$ cat src/rtl/mult_pkg.sv
// Shared types and constants for the sum-and-shift multiplier datapath.
package mult_pkg;

  typedef enum logic [1:0] {
    IDLE = 2'd0,
    RUN  = 2'd1,
    DONE = 2'd2
  } state_t;

  localparam logic SHIFT1 = 1'b0;
  localparam logic SHIFT2 = 1'b1;

endpackage

$ cat src/rtl/wide_shr.sv
// Combinational right shifter by 1 or 2 with zero or sign fill.
module wide_shr
  import mult_pkg::*;
#(
  parameter int N = 17
) (
  input  logic [N-1:0] src,
  input  logic         amt,
  input  logic         arith,
  output logic [N-1:0] dout
);

  logic fill;

  always_comb begin
    fill = arith & src[N-1];
    if (amt == SHIFT2) dout = {{2{fill}}, src[N-1:2]};
    else               dout = {fill, src[N-1:1]};
  end

endmodule

$ cat src/rtl/prod_shift_reg.sv
// {HI, LO} product register with add-then-shift, iteration counter and
// IDLE/RUN/DONE sequencing for the sum-and-shift multiplier.
module prod_shift_reg
  import mult_pkg::*;
#(
  parameter  int WIDTH = 8,
  localparam int CW    = $clog2(WIDTH + 1)
) (
  input  logic             CLOCK,
  input  logic             RESET,
  input  logic             clear,
  input  logic             start,
  input  logic [WIDTH-1:0] lo_in,
  input  logic             shift_en,
  input  logic             load_hi,
  input  logic [WIDTH:0]   hi_in,
  input  logic             shift_amt,
  input  logic             arith,
  output logic [WIDTH:0]   hi_out,
  output logic [WIDTH-1:0] lo_out,
  output logic [1:0]       lsb_out,
  output logic [CW-1:0]    step_count,
  output logic             busy,
  output logic             done
);

  localparam logic [CW-1:0] CNT_ONE   = CW'(1);
  localparam logic [CW-1:0] CNT_FULL  = CW'(WIDTH);
  localparam logic [CW-1:0] CNT_HALF  = CW'(WIDTH / 2);

  state_t            state_q, state_d;
  logic [WIDTH:0]    hi_q, hi_d;
  logic [WIDTH-1:0]  lo_q, lo_d;
  logic [CW-1:0]     cnt_q, cnt_d;
  logic              amt_q, amt_d;
  logic [2*WIDTH:0]  shr_src, shr_out;

  assign shr_src = {(load_hi ? hi_in : hi_q), lo_q};

  wide_shr #(.N(2 * WIDTH + 1)) u_shr (
    .src   (shr_src),
    .amt   (amt_q),
    .arith (arith),
    .dout  (shr_out)
  );

  always_ff @(posedge CLOCK or negedge RESET) begin
    if (!RESET) begin
      state_q <= IDLE;
      hi_q    <= '0;
      lo_q    <= '0;
      cnt_q   <= '0;
      amt_q   <= SHIFT1;
    end else begin
      state_q <= state_d;
      hi_q    <= hi_d;
      lo_q    <= lo_d;
      cnt_q   <= cnt_d;
      amt_q   <= amt_d;
    end
  end

  always_comb begin
    state_d = state_q;
    hi_d    = hi_q;
    lo_d    = lo_q;
    cnt_d   = cnt_q;
    amt_d   = amt_q;
    if (clear) begin
      state_d = IDLE;
      hi_d    = '0;
      lo_d    = '0;
      cnt_d   = '0;
    end else if (start) begin
      state_d = RUN;
      hi_d    = '0;
      lo_d    = lo_in;
      amt_d   = shift_amt;
      cnt_d   = (shift_amt == SHIFT2) ? CNT_HALF : CNT_FULL;
    end else if (shift_en && state_q == RUN) begin
      {hi_d, lo_d} = shr_out;
      cnt_d        = cnt_q - CNT_ONE;
      if (cnt_q == CNT_ONE) state_d = DONE;
    end
  end

  assign hi_out     = hi_q;
  assign lo_out     = lo_q;
  assign lsb_out    = lo_q[1:0];
  assign step_count = cnt_q;
  assign busy       = (state_q == RUN);
  assign done       = (state_q == DONE);

endmodule

$ cat config.mk
export PLATFORM = sky130hd
export DESIGN_NAME = prod_shift_reg
export DESIGN_NICKNAME = d
export VERILOG_FILES = /design/src/rtl/mult_pkg.sv /design/src/rtl/wide_shr.sv /design/src/rtl/prod_shift_reg.sv
export SDC_FILE = /design/constraint.sdc
export NUM_CORES = 1
export LEC_CHECK = 0
export ABC_AREA = 1
export CAP_MARGIN = 40
export CORE_MARGIN = 3
export CORE_UTILIZATION = 51
export CTS_BUF_LIST = sky130_fd_sc_hd__clkbuf_8
export CTS_CLUSTER_SIZE = 24
export DETAILED_ROUTE_END_ITERATION = 10
export GPL_TIMING_DRIVEN = 0
export PLACE_DENSITY = 0.88
export SLEW_MARGIN = 25
export SYNTH_ARGS = -nofsm -noshare
export SYNTH_HDL_FRONTEND = slang
export SYNTH_SLANG_ARGS = --single-unit
$ cat constraint.sdc
create_clock -name CLOCK -period 2.2 [get_ports CLOCK]
set_clock_uncertainty 0.1 [all_clocks]
set_input_delay 0.33 -clock CLOCK [delete_from_list [all_inputs] [get_ports CLOCK]]
set_output_delay 0.33 -clock CLOCK [all_outputs]
set_load 0.02 [all_outputs]
==> impl_metrics.py <==
metrics = {
    "worst_hold_path": {
        "min_path_cells": 2,
        "hold_path_class": "flop to flop",
    },
    "cts": {
        "htreeDepth": 1,
        "clockBufferDepth": 2,
        "clk_pin_slew_ns": 0.09,
        "numCtsBuffers": 3,
        "clk_latency_ns": 0.26,
        "cts_root_buf": "clkbuf_8",
        "cts_sinks": 24,
        "ctsResizeCount": 0,
        "cts_tree": "done",
    },
    "power_and_ir_drop": {
        "p_leak_nw": 1.009,
        "swShare_pct": 30.46,
        "powerDensity_nw_per_um2": 540.9,
        "p_seq_share_pct": 43.1,
        "combPwrFrac_pct": 30.6,
        "internal_power_mw": 0.7945,
        "p_sw_mw": 0.3479,
        "ir_drop_uv": 335.1,
        "power_frac_clock_pct": 26.3,
    },
    "global_routing": {
        "grt_pass1_wl_um": 5885,
        "grt.total_usage_pct": 21.02,
        "grt_max_degree": 25,
        "overflow": 0,
        "antenna_found_initial": 0,
        "grt_pass1_vias": 1384,
    },
    "synthesis": {
        "syn_area_um2": 1523,
        "postSynthAreaPerCell_um2": 7.356,
        "synthCells": 207,
        "ys_types": 25,
        "synth-seq-cells": 24,
        "syn_nets": 234,
        "ys.warnings.count": 0,
        "ys_seq_area_share_pct": 39.44,
    },
    "timing": {
        "fin_crit_sh_pct": 84.74,
        "slew_violations": 0,
        "relSlewSlack_pct": 63.10,
        "max_freq_mhz": 536.4,
        "finalHoldViolations": 0,
        "finalSetupViolations": 0,
        "holdWs_ns": 0.4103,
        "rsz0062_at_grt": "false",
        "tns_ns": 0,
        "min_period_ns": 1.864,
        "worst_pin_slew_ns": 0.5535,
    },
    "drt": {
        "drt-initial-drc-count": 93,
        "drc": 0,
        "postRouteAntennaNets": 0,
        "vias": 1492,
        "avgRoutedWirePerCell_um": 12.25,
        "dr.pass1.iters": 4,
        "drt-total-wl_um": 3577,
        "viasPerCell": 5.110,
    },
    "flow_run": {
        "drv_cap": 0,
    },
    "floorplanning": {
        "die_x_um": 60.64,
        "floorplan.die_area_um2": 3677,
        "start_util_pct": 54.28,
        "die_h_um": 60.64,
        "core.rowCount": 19,
        "io_pins": 50,
        "core-area_um2": 2805,
    },
    "placed_design": {
        "hpwl_um": 2682,
        "dp.cells": 287,
        "post_dp_cell_area_um2": 2047,
        "gp_congestion": 0.8139,
        "numPortBuffers": 49,
    },
    "layout": {
        "design_area_um2": 2112,
        "final_cell_mix": "74 x nand2_1, 48 x clkdlybuf4s50_1, 25 x inv_1",
        "syn_to_final_growth_pct": 38.70,
        "diodes": 0,
        "drive_gt1_share_pct": 11.49,
        "fin_nets": 289,
        "fill_cells": 230,
        "final_common_cell": "nand2_1",
        "finalNonFillerCells": 292,
    },
    "setup_path": {
        "crit_path_end_kind": "output pin",
        "criticalPathCategory": "flop to output pin",
        "cp_data_required_time_ns": 1.77,
        "rr_worst_depth": 6,
        "crit_arrival_ns": 1.43,
        "path_max_fanout": 4,
        "critPathLaunchType": "flop",
    },
    "status": {
        "outcome": "complete, no violations",
    },
}
## through the flow
step	power, mW	worst slack, ns	util [%]
2_1_floorplan	0.7016	1.008	-
3_3_place_gp	0.8456	0.4297	73.15
3_5_place_dp	0.8495	0.4690	72.97
4_1_cts	1.150	0.3202	75.29
5_1_grt	1.209	0.2283	75.29
6_report	1.142	0.3358	75.29
## worst max-delay path: stages, from the launching register on
cell and delay [ns]:
dfrtp_1 0.43, inv_1 0.06, nor2_1 0.08, clkdlybuf4s50_1 0.60
## kinds of logic after synthesis
kind of cell	count (synthesis)	share of synthesized area, %
simple gates	114	33.44
buf+inv	38	13.23
compound gates	29	12.24
flops	24	39.44
fa+ha+maj	2	1.643
## flip-flops by register name, indices dropped and copies added, names as in the netlist
| name | flops |
|---|---|
| hi_out | 9 |
| state_q | 2 |
| lo_out | 8 |
| amt_q | 1 |
| step_count | 4 |
## worst paths after layout
path	end	startpoint	slack (ns)
setup / recovery	busy	state_q[0]$_DFFE_PN0P_	0.34
hold / removal	hi_out[2]$_DFFE_PN0P_	hi_out[2]$_DFFE_PN0P_	0.41
setup reg to reg	hi_out[3]$_DFFE_PN0P_	state_q[1]$_DFFE_PN0P_	0.93
hold reg to reg	hi_out[2]$_DFFE_PN0P_	hi_out[2]$_DFFE_PN0P_	0.41
max in group asynchronous	lo_out[1]$_DFFE_PN0P_	RESET	1.14
min in group asynchronous	lo_out[4]$_DFFE_PN0P_	RESET	0.48
## synthesized netlist by cell type
cell type  instances  share of area, %
nand3_4            1               1.2
buf_12             1               1.3
nor2_4             2               1.5
ha_1               2               1.6
nor2_2             2              0.82
nand2_1           74                18
nand2_2            2              0.82
dfrtp_1           24                39
a21oi_2            1              0.58
o21a_1             1              0.49
nand2_4            1              0.74
nor2_1             8               2.0
o21ai_0            9               3.0
buf_4              5               2.5
o22ai_1            2              0.82
inv_1             25               6.2
inv_2              3              0.74
o21ai_2            2               1.2
buf_6              3               2.2
o21ai_1            1              0.33
nand3_2            1              0.66
buf_2              1              0.33
o211ai_1          10               4.9
a21oi_1            3              0.99
nand3_1           23               7.6
## metal layers
metal / share of wire [%] / wire length [µm] / up-vias / global-route usage, %
met3: 6.2 / 222 / 2 / 3.617
li1: - / - / 766 / -
met5: 0 / 0 / - / 0
met1: 48 / 1716 / 672 / 29.23
met4: 0.48 / 17 / 0 / 5.263
met2: 45 / 1621 / 52 / 34.05
## final cells by class
cell class / instances / area (µm²) / share of cell area, %
Multi-Input combinational cell: 145 / 720.7 / 34.12
Tap cell: 31 / 38.79 / 1.836
Clock buffer: 4 / 55.05 / 2.607
Inverter: 28 / 105.1 / 4.976
Buffer: 10 / 96.34 / 4.562
Timing Repair Buffer: 50 / 495.5 / 23.46
Sequential cell: 24 / 600.6 / 28.44
## power by group through the flow
stage / clock network (mW) / logic, mW / registers [mW]
2_1_floorplan: 0 / 0.173 / 0.529
3_3_place_gp: 0 / 0.345 / 0.500
6_report: 0.300 / 0.349 / 0.493
5_1_grt: 0.326 / 0.385 / 0.498
4_1_cts: 0.306 / 0.351 / 0.493
3_5_place_dp: 0 / 0.347 / 0.502
## repair_timing
| action | CTS | global route |
|---|---|---|
| buffers inserted | 0 | 0 |
| endpoints found under the hold margin | 24 | 0 |
| hold buffers | 1 | 0 |
Power figures use the tool's default switching activity.
